$ cat src/rtl/cgate_handshake_seq.sv
// cgate_handshake_seq
// Drives the two inputs of one Muller C-element through full 4-phase cycles
// (rise F, rise S, fall F, fall S). After each step it checks the cell output.
// A single-input change must leave c unchanged for SETTLE cycles. Once both
// inputs agree, c must follow within TIMEOUT cycles.
//
// Optional feature: define CGSEQ_LATENCY_EN to track the worst-case switch
// latency in max_lat. When it is undefined, max_lat is tied to 0.
//
// Ports:
//   clk, rst_n  clock, asynchronous active-low reset
//   start       run request, sampled only in IDLE
//   iterations  number of 4-phase cycles (0 = immediate done)
//   b_first     0: A is the first input to change, 1: B first (latched at start)
//   c_in        C-element output, asynchronous to clk
//   a_out/b_out C-element input drives
//   busy        run in progress
//   done        one-cycle pulse on successful completion
//   error       sticky fail flag, cleared by the next accepted start
//   err_code    0 none, 1 c high at start, 2 hold violation, 3 switch timeout
//   pass_cnt    completed good cycles (saturating)
//   max_lat     worst-case switch latency in cycles, including the 2-cycle sync
module cgate_handshake_seq #(
  parameter int unsigned SETTLE  = 4,
  parameter int unsigned TIMEOUT = 64,
  parameter int unsigned CNT_W   = 8
) (
  input  logic             clk,
  input  logic             rst_n,
  input  logic             start,
  input  logic [CNT_W-1:0] iterations,
  input  logic             b_first,
  input  logic             c_in,
  output logic             a_out,
  output logic             b_out,
  output logic             busy,
  output logic             done,
  output logic             error,
  output logic [1:0]       err_code,
  output logic [CNT_W-1:0] pass_cnt,
  output logic [CNT_W-1:0] max_lat
);

  localparam int unsigned WcntW = $clog2(TIMEOUT + 1);
  localparam logic [WcntW-1:0] SettleLast = WcntW'(SETTLE - 1);
  localparam logic [WcntW-1:0] TimeoutCnt = WcntW'(TIMEOUT);

  typedef enum logic [2:0] {
    StIdle, StPre, StR1, StR2, StF1, StF2, StDone, StErr
  } state_e;

  state_e           state_q, state_d;
  logic             c_meta_q, c_s_q;
  logic [WcntW-1:0] wcnt_q, wcnt_d;
  logic [CNT_W-1:0] remaining_q, remaining_d;
  logic [CNT_W-1:0] pass_cnt_q, pass_cnt_d;
  logic             b_first_q, b_first_d;
  logic             error_q, error_d;
  logic [1:0]       err_code_q, err_code_d;
  logic             a_q, b_q, a_d, b_d;
  logic             drv_f, drv_s;

  always_comb begin
    state_d     = state_q;
    remaining_d = remaining_q;
    pass_cnt_d  = pass_cnt_q;
    b_first_d   = b_first_q;
    error_d     = error_q;
    err_code_d  = err_code_q;

    unique case (state_q)
      StIdle: begin
        if (start) begin
          remaining_d = iterations;
          b_first_d   = b_first;
          error_d     = 1'b0;
          err_code_d  = 2'd0;
          pass_cnt_d  = '0;
          state_d     = (iterations == '0) ? StDone : StPre;
        end
      end
      StPre: begin
        if (c_s_q) begin
          state_d    = StErr;
          err_code_d = 2'd1;
        end else if (wcnt_q == SettleLast) begin
          state_d = StR1;
        end
      end
      StR1: begin
        if (c_s_q) begin
          state_d    = StErr;
          err_code_d = 2'd2;
        end else if (wcnt_q == SettleLast) begin
          state_d = StR2;
        end
      end
      StR2: begin
        // A switch seen in the timeout cycle still counts as a pass.
        if (c_s_q) begin
          state_d = StF1;
        end else if (wcnt_q >= TimeoutCnt) begin
          state_d    = StErr;
          err_code_d = 2'd3;
        end
      end
      StF1: begin
        if (!c_s_q) begin
          state_d    = StErr;
          err_code_d = 2'd2;
        end else if (wcnt_q == SettleLast) begin
          state_d = StF2;
        end
      end
      StF2: begin
        if (!c_s_q) begin
          if (pass_cnt_q != {CNT_W{1'b1}}) pass_cnt_d = pass_cnt_q + 1'b1;
          remaining_d = remaining_q - 1'b1;
          state_d     = (remaining_q == CNT_W'(1)) ? StDone : StR1;
        end else if (wcnt_q >= TimeoutCnt) begin
          state_d    = StErr;
          err_code_d = 2'd3;
        end
      end
      StDone:  state_d = StIdle;
      StErr:   state_d = StIdle;
      default: state_d = StIdle;
    endcase

    if (state_d == StErr) error_d = 1'b1;

    if (state_d != state_q) wcnt_d = '0;
    else if (wcnt_q == {WcntW{1'b1}}) wcnt_d = wcnt_q;
    else wcnt_d = wcnt_q + 1'b1;

    // The drive is registered from the next state, so a/b follow the state entry.
    drv_f = 1'b0;
    drv_s = 1'b0;
    unique case (state_d)
      StR1:    drv_f = 1'b1;
      StR2:    begin drv_f = 1'b1; drv_s = 1'b1; end
      StF1:    drv_s = 1'b1;
      default: ;
    endcase
    a_d = b_first_d ? drv_s : drv_f;
    b_d = b_first_d ? drv_f : drv_s;
  end

  always_ff @(posedge clk or negedge rst_n) begin
    if (!rst_n) begin
      c_meta_q    <= 1'b0;
      c_s_q       <= 1'b0;
      state_q     <= StIdle;
      wcnt_q      <= '0;
      remaining_q <= '0;
      pass_cnt_q  <= '0;
      b_first_q   <= 1'b0;
      error_q     <= 1'b0;
      err_code_q  <= 2'd0;
      a_q         <= 1'b0;
      b_q         <= 1'b0;
    end else begin
      c_meta_q    <= c_in;
      c_s_q       <= c_meta_q;
      state_q     <= state_d;
      wcnt_q      <= wcnt_d;
      remaining_q <= remaining_d;
      pass_cnt_q  <= pass_cnt_d;
      b_first_q   <= b_first_d;
      error_q     <= error_d;
      err_code_q  <= err_code_d;
      a_q         <= a_d;
      b_q         <= b_d;
    end
  end

`ifdef CGSEQ_LATENCY_EN
  logic [CNT_W-1:0] max_lat_q, max_lat_d, lat_now;
  logic             switched;

  always_comb begin
    switched  = ((state_q == StR2) && c_s_q) || ((state_q == StF2) && !c_s_q);
    lat_now   = CNT_W'(wcnt_q);
    max_lat_d = max_lat_q;
    if ((state_q == StIdle) && start) max_lat_d = '0;
    else if (switched && (lat_now > max_lat_q)) max_lat_d = lat_now;
  end

  always_ff @(posedge clk or negedge rst_n) begin
    if (!rst_n) max_lat_q <= '0;
    else max_lat_q <= max_lat_d;
  end

  assign max_lat = max_lat_q;
`else
  assign max_lat = '0;
`endif

  assign a_out    = a_q;
  assign b_out    = b_q;
  assign busy     = (state_q == StPre) || (state_q == StR1) || (state_q == StR2) ||
                    (state_q == StF1) || (state_q == StF2);
  assign done     = (state_q == StDone);
  assign error    = error_q;
  assign err_code = err_code_q;
  assign pass_cnt = pass_cnt_q;

endmodule
$ cat config.mk
export PLATFORM = sky130hd
export DESIGN_NAME = cgate_handshake_seq
export DESIGN_NICKNAME = d
export VERILOG_FILES = /design/src/rtl/cgate_handshake_seq.sv
export SDC_FILE = /design/constraint.sdc
export NUM_CORES = 1
export LEC_CHECK = 0
export BUFFER_PORTS_ARGS = -buffer_cell sky130_fd_sc_hd__buf_4
export CORE_MARGIN = 3
export CORE_UTILIZATION = 41
export CTS_CLUSTER_SIZE = 40
export DETAILED_ROUTE_END_ITERATION = 7
export GPL_TIMING_DRIVEN = 0
export HOLD_SLACK_MARGIN = 0.08
export PLACE_DENSITY = 0.63
export SYNTH_ARGS = -nofsm -noshare
export SYNTH_HDL_FRONTEND = slang
export SYNTH_SLANG_ARGS = --single-unit
export TNS_END_PERCENT = 30
$ cat constraint.sdc
create_clock -name clk -period 3.8 [get_ports clk]
set_input_delay 0.19 -clock clk [delete_from_list [all_inputs] [get_ports clk]]
set_output_delay 0.19 -clock clk [all_outputs]
set_load 0.01 [all_outputs]
==> impl_metrics.tcl, run 1 <==
set metrics [dict create \
    utilization 0.522 \
    required_ns 3.95 \
    ctsResizeCount 0 \
    synth_cells 232 \
    hold_class "input port to flop" \
    grt_max_degree 35 \
    cts_made_buffers 5 \
    fin_crit_ns 2.44 \
    end_kind "flop" \
    cts_hold_buf 2 \
    firstDrtPassIters 4 \
    synth-main-ff-cell "dfrtp_1" \
    maxCapViolCount 0 \
    max_freq_mhz 409 \
    hpwl_um 3280 \
    die_area_mm2 0.00603 \
    yosys_warnings 0 \
    power.leakage_nw 1.14 \
    final_layout_size_suffix_gt1_frac 0.207 \
    setup_violations 0 \
    floorplan.initialDensity 0.435 \
    top_layer "met4" \
    wl_met3_um 184 \
    cts_max_level 2 \
    yosys.cell_types.count 50 \
    worstMarginPinSlew_ns 0.710 \
    floorplan.rows 25 \
    slew_violations 0 \
    final.setup.tns_ns 0 \
    core_area_mm2 0.00485 \
    vias 1818 \
    clock_latency_ns 0.28 \
    crit_path_start_kind "flop" \
    wl_per_cell_um 13.3 \
    grt_pass1_vias 1707 \
    cts-root-buf "clkbuf_8" \
    mostFrequentLayoutCell "buf_4" \
    path_class "flop to flop" \
    arrival_ns 2.60 \
    die_x_um 77.7 \
    cts.sinks 34 \
    via_per_inst 5.30 \
    skew_ns 0.00315 \
    m1WireLength_um 2100 \
    synth-seq-area-share 0.404 \
    antenna_found_initial 0 \
    area_growth_pct 20.1 \
    detail_route.iter0.violations 52 \
    io_buffers 27 \
    place_congestion 0.844 \
    overflow 0 \
    clockBufferDepth 2 \
    fin_crit_sh 0.643 \
    ant_nets 0 \
    wl_um 4570 \
    synthArstFlopShare 1.00 \
    syn-mean-instance-area_um2 9.08 \
    cts_tree "done" \
    pin_count 36 \
    max-slew-margin-rel 0.525 \
    grt_pass1_wl_um 7690 \
    nNetsFinal 292 \
    ys_ff_latch 34 \
    finalHoldViolCount 0 \
    ir_worst_vdd_mv 0.398 \
    wl_met2_um 2230 \
    clk_pin_slew_worst_paths_ns 0.07 \
    syn-cell-area_mm2 0.00211 \
    layout_common_cells "buf_4, dfrtp_1, nor2_1" \
    status "finished clean" \
    synth-edff-count 0 \
    rsz0062_at_grt "false" \
    postCtsSetupBuffers 0 \
    p_per_area_mw_per_mm2 696 \
    grt_usage 0.157 \
    dieHeight_um 77.7 \
    cp_max_fo 10 \
    n_antenna_cell 0 \
    drc 0 \
]
cells by family (layout without fill, tap and decap cells):
group / count (synthesis) / after routing / share of synthesized area
simple gates: 96 / 96 / 0.255
compound gates: 54 / 54 / 0.172
flops: 34 / 34 / 0.404
buf+inv: 27 / 64 / 0.0695
xor+xnor: 8 / 8 / 0.0333
mux: 8 / 8 / 0.0416
fa+ha+maj: 4 / 4 / 0.0238
other cells: 1 / 8 / 0.00178
per-stage QoR:
stage | hold WS (ns) | total power (W) | instances | area [µm²] | setup slack, ns
3_3_place_gp | 0.170 | 0.00149 | 333 | 2420 | 1.32
5_1_grt | 0.152 | 0.00191 | 343 | 2530 | 1.23
6_report | 0.158 | 0.00176 | 343 | 2530 | 1.36
4_1_cts | 0.153 | 0.00178 | 343 | 2530 | 1.34
2_1_floorplan | -0.106 | 0.00124 | 239 | 2130 | 1.67
3_5_place_dp | 0.170 | 0.00149 | 333 | 2420 | 1.36
critical path: stages (launching register included):
cell and delay, ns:
dfrtp_1 0.36, clkbuf_1 0.21, or3_1 0.47, nor2_1 0.57, nor2_1 0.12, clkbuf_1 0.25, a211oi_1 0.28, a21oi_1 0.06
path summary, 6_finish.rpt:
check / startpoint / to / slack (ns) / depth (start not counted)
hold reg to reg: c_meta_q / c_s_q / 0.36 / 0
hold / removal: iterations[0] / remaining_q[0] / 0.16 / 3
setup reg to reg: state_q[2] / remaining_q[1] / 1.36 / 7
max in group asynchronous: rst_n / a_out / 3.08 / 2
setup / recovery: state_q[2] / remaining_q[1] / 1.36 / 7
min in group asynchronous: rst_n / pass_cnt[4] / 0.41 / 2
cell type report:
| type | count | area, µm² |
|---|---|---|
| fillers | 462 | 2320 |
| multi-input cells | 178 | 1140 |
| flip-flops and latches | 34 | 851 |
| repair buffers | 29 | 223 |
| plain buffers | 20 | 120 |
| clock buffers | 7 | 86.3 |
| well taps | 67 | 83.8 |
| inverters | 7 | 26.3 |
| clock inverters | 1 | 5.00 |
per-layer routing:
metal / global-route usage / vias to the layer above
met1: 0.194 / 864
met2: 0.270 / 38
met5: 0 / -
li1: - / 910
met4: 0.0427 / 0
met3: 0.0418 / 6
power by group:
part / total (W) / switching [W] / internal (W)
clock: 0.000275 / 0.000129 / 0.000146
combinational: 0.000924 / 0.000526 / 0.000399
sequential: 0.000562 / 0.0000859 / 0.000476
registers in the layout (all words and copies together), names as in the netlist:
| register | cells |
|---|---|
| a_out | 1 |
| b_first_q | 1 |
| b_out | 1 |
| c_meta_q | 1 |
| c_s_q | 1 |
| err_code | 2 |
| error | 1 |
| pass_cnt | 8 |
| remaining_q | 8 |
| state_q | 3 |
| wcnt_q | 7 |
synthesized netlist by cell type (2+ instances only):
cell	count	area [µm²]
nor4bb_1	2	20.0
xnor2_1	7	61.3
a21oi_1	8	40.0
buf_6	2	22.5
nand3_1	12	60.1
mux2i_1	4	40.0
nor2_1	24	90.1
o31ai_1	2	15.0
nor4_1	5	31.3
inv_1	7	26.3
a31oi_1	3	18.8
ha_1	4	50.1
mux2_2	3	33.8
nand4_1	2	12.5
buf_4	8	60.1
nor2b_1	4	25.0
nand2b_1	5	31.3
or3_1	3	18.8
clkbuf_1	10	37.5
or4_4	2	22.5
a22oi_1	4	30.0
nor4b_1	2	17.5
nor3_1	7	35.0
dfrtp_1	34	851
o21bai_1	2	15.0
o21ai_0	21	105
nand2_1	16	60.1
and3_1	4	25.0
a211oi_1	4	30.0
Power figures use the tool's default switching activity.
==> inputs of run 2 (changes only) <==
--- a/config.mk
+++ b/config.mk
@@ -5,6 +5,7 @@
 export SDC_FILE = /design/constraint.sdc
 export NUM_CORES = 1
 export LEC_CHECK = 0
+export ABC_AREA = 1
 export BUFFER_PORTS_ARGS = -buffer_cell sky130_fd_sc_hd__buf_4
 export CORE_MARGIN = 3
 export CORE_UTILIZATION = 41
==> constraint.sdc (replaced) <==
create_clock -name clk -period 2.3 [get_ports clk]
set_input_delay 0.115 -clock clk [delete_from_list [all_inputs] [get_ports clk]]
set_output_delay 0.115 -clock clk [all_outputs]
set_load 0.01 [all_outputs]
==> run 2 against run 1 <==
Sequential share of layout area shrank 0.60 points. Count of clock-buffer cells in the layout is 2 lower. Fmax up 40%. Synthesized cell count rose by 25%. Synthesized area increased by 2.8%. Largest cell class unchanged. Cell count rose by 17%. Combinational power rose by 92%.
==> impl_metrics.tcl, run 2 <==
set metrics [dict create \
    pwr-share-seq 0.286 \
    ant_nets 0 \
    vias 1947 \
    final_layout_size_suffix_gt1_frac 0.213 \
    crit_slowest_cell "dfrtp_1" \
    rsz0062_at_grt "false" \
    cts_made_buffers 5 \
    dieHeight_um 78.7 \
    grt_max_degree 35 \
    synth.most_common_cell "nand2_1" \
    regToRegStartpoint "state_q[1]" \
    die_x_um 78.7 \
    cts_tree "done" \
    synth_cells 290 \
    rrSetupSlack_ns 0.56 \
    power.leakage_nw 1.31 \
    critical-path-top-delay-family "flip-flops" \
    core_area_mm2 0.00491 \
    floorplan.initialDensity 0.441 \
    skew_ns 0.00795 \
    pin_count 36 \
    slew_violations 0 \
    status "finished clean" \
    maxCapViolCount 0 \
    firstDrtPassIters 5 \
    clock_latency_ns 0.29 \
    switching_share 0.477 \
    cts.sinks 34 \
    p_per_area_mw_per_mm2 1190 \
    yosys_warnings 0 \
    max_freq_mhz 573 \
    syn-cell-area_mm2 0.00217 \
    end_kind "flop" \
    postCtsSetupBuffers 0 \
    syn-mean-instance-area_um2 7.47 \
    endpoint "remaining_q[7]" \
    ys_top_cells_by_count "nand2_1, dfrtp_1, nor2_1" \
    synth-edff-count 0 \
    synth.largest_area_cell "dfrtp_1" \
    synth-seq-area-share 0.393 \
    drc 0 \
    grt_usage 0.167 \
    mostFrequentLayoutCell "nand2_1" \
    n_antenna_cell 0 \
    critical_path_buf_inv_count 3 \
    cp_num_cells 10 \
    required_ns 2.51 \
    layout_common_cells "nand2_1, buf_4, nor2_1, dfrtp_1, inv_1" \
    fin_crit_sh 0.758 \
    cts-root-buf "clkbuf_8" \
    detail_route.iter0.violations 96 \
    die_area_mm2 0.00619 \
    ctsResizeCount 0 \
    finalHoldViolCount 0 \
    io_buffers 27 \
    overflow 0 \
    grt_pass1_vias 1816 \
    wl_um 4630 \
    place_congestion 0.836 \
    setup_violations 0 \
    nNetsFinal 350 \
    yosys.cell_types.count 32 \
    ir_worst_vdd_mv 0.654 \
    cp_cell_sequence "inv_2 -> nand2_4 -> nor2_4 -> buf_6 -> nand2_1 -> nand2_1 -> inv_1 -> a21oi_1 -> o21ai_1 -> o21ai_0" \
    path_class "flop to flop" \
    hpwl_um 3450 \
    max_stage_delay_ns 0.46 \
    floorplan.rows 25 \
    antenna_found_initial 0 \
    clkPwrFrac 0.138 \
    hold_class "input port to flop" \
    crit_top_cell "nand2_1" \
    synth_top_area_share 0.393 \
    cts_max_level 2 \
    reg2reg_to "remaining_q[7]" \
    ys_ff_latch 34 \
    power.share.combinational 0.576 \
    crit_path_start_kind "flop" \
    rr_worst_depth 10 \
    final.setup.tns_ns 0 \
    area_growth_pct 19.0 \
    grt_pass1_wl_um 8300 \
    fin_crit_ns 1.74 \
    timing.hold.ws_ns 0.0972 \
    wl_per_cell_um 11.6 \
    synth_area_leaders "dfrtp_1, nand2_1, nor2_1" \
    clockBufferDepth 2 \
    intPower_w 0.00161 \
    switchingPower_w 0.00146 \
    arrival_ns 1.95 \
    clk_pin_slew_worst_paths_ns 0.07 \
    via_per_inst 4.87 \
    synth-main-ff-cell "dfrtp_1" \
    synthArstFlopShare 1.00 \
    cp_max_fo 10 \
    cp-startpoint "state_q[1]" \
]
## run 2: cell types whose count changed after synthesis, sizes merged, moves of 5 or more
cell    previous run  this run
xor2               1         6
inv                7        34
mux2i              5         0
nor4               6         0
clkbuf            10         0
nand2             16        81
nand2b             5         0
o31ai              2         8
nor2              24        37
## run 2: worst register-to-register path, delay by kind of cell, from the launching register on
kind,cells,cell delay [ns]
buffers and inverters,3,0.45
AOI/OAI and AO/OA,3,0.29
DFF,1,0.46
and+or+nand+nor,4,0.46
## run 2: power by group through the flow
stage / logic, W / registers, W / clock network, W
after floorplan: 0.00132 / 0.000896 / 0
after global placement: 0.00175 / 0.000889 / 0
after detailed placement: 0.00178 / 0.000887 / 0
after CTS: 0.00178 / 0.000879 / 0.000439
after global routing: 0.00204 / 0.000910 / 0.000459
final: 0.00177 / 0.000879 / 0.000423
## run 2: area by class of cell
class                           instances  area, µm²
Inverter                               34        128
Clock buffer                            5       68.8
Clock inverter                          2       10.0
Fill cell                             502       2330
Buffer                                 14        108
Timing Repair Buffer                   29        223
Sequential cell                        34        851
Multi-Input combinational cell        215       1110
Tap cell                               67       83.8
## run 2: timing repair
action | CTS | global route
endpoints found under the setup margin | 0 | 0
hold endpoints to repair | 35 | 0
hold buffers | 2 | 0
## run 2: cells by family after synthesis
| kind of cell | count (synthesis) | synth area share |
|---|---|---|
| AOI/OAI and AO/OA | 47 | 0.129 |
| DFF | 34 | 0.393 |
| buffers and inverters | 48 | 0.109 |
| other | 1 | 0.00173 |
| and+or+nand+nor | 146 | 0.304 |
| xor gates and xnor gates | 10 | 0.0404 |
| adders and majority gates | 4 | 0.0231 |
## run 2: how the worst min path moves through the flow
stage	depth (start not counted)	end	start	slack, ns
after floorplan	0	a_out	rst_n	-0.18
after global placement	1	remaining_q[4]	rst_n	0.1
after detailed placement	1	remaining_q[4]	rst_n	0.1
after CTS	3	remaining_q[4]	iterations[4]	0.09
after global routing	3	remaining_q[6]	iterations[6]	0.11
final	3	remaining_q[4]	iterations[4]	0.1
## run 2: per-layer routing
layer / global-route usage / share of wire
met4: 0.0524 / 0.015
met3: 0.0401 / 0.059
met1: 0.240 / 0.49
met2: 0.247 / 0.44
met5: 0 / 0
## run 2: through the flow
stage | instance area [µm²] | instances | worst slack, ns | power [W] | utilization
floorplan | 2190 | 297 | 0.839 | 0.00222 | -
global placement | 2480 | 391 | 0.563 | 0.00264 | 0.505
detailed placement | 2480 | 391 | 0.571 | 0.00266 | 0.505
CTS | 2580 | 400 | 0.562 | 0.00310 | 0.525
global route | 2580 | 400 | 0.338 | 0.00341 | 0.525
finish | 2580 | 400 | 0.556 | 0.00307 | 0.525
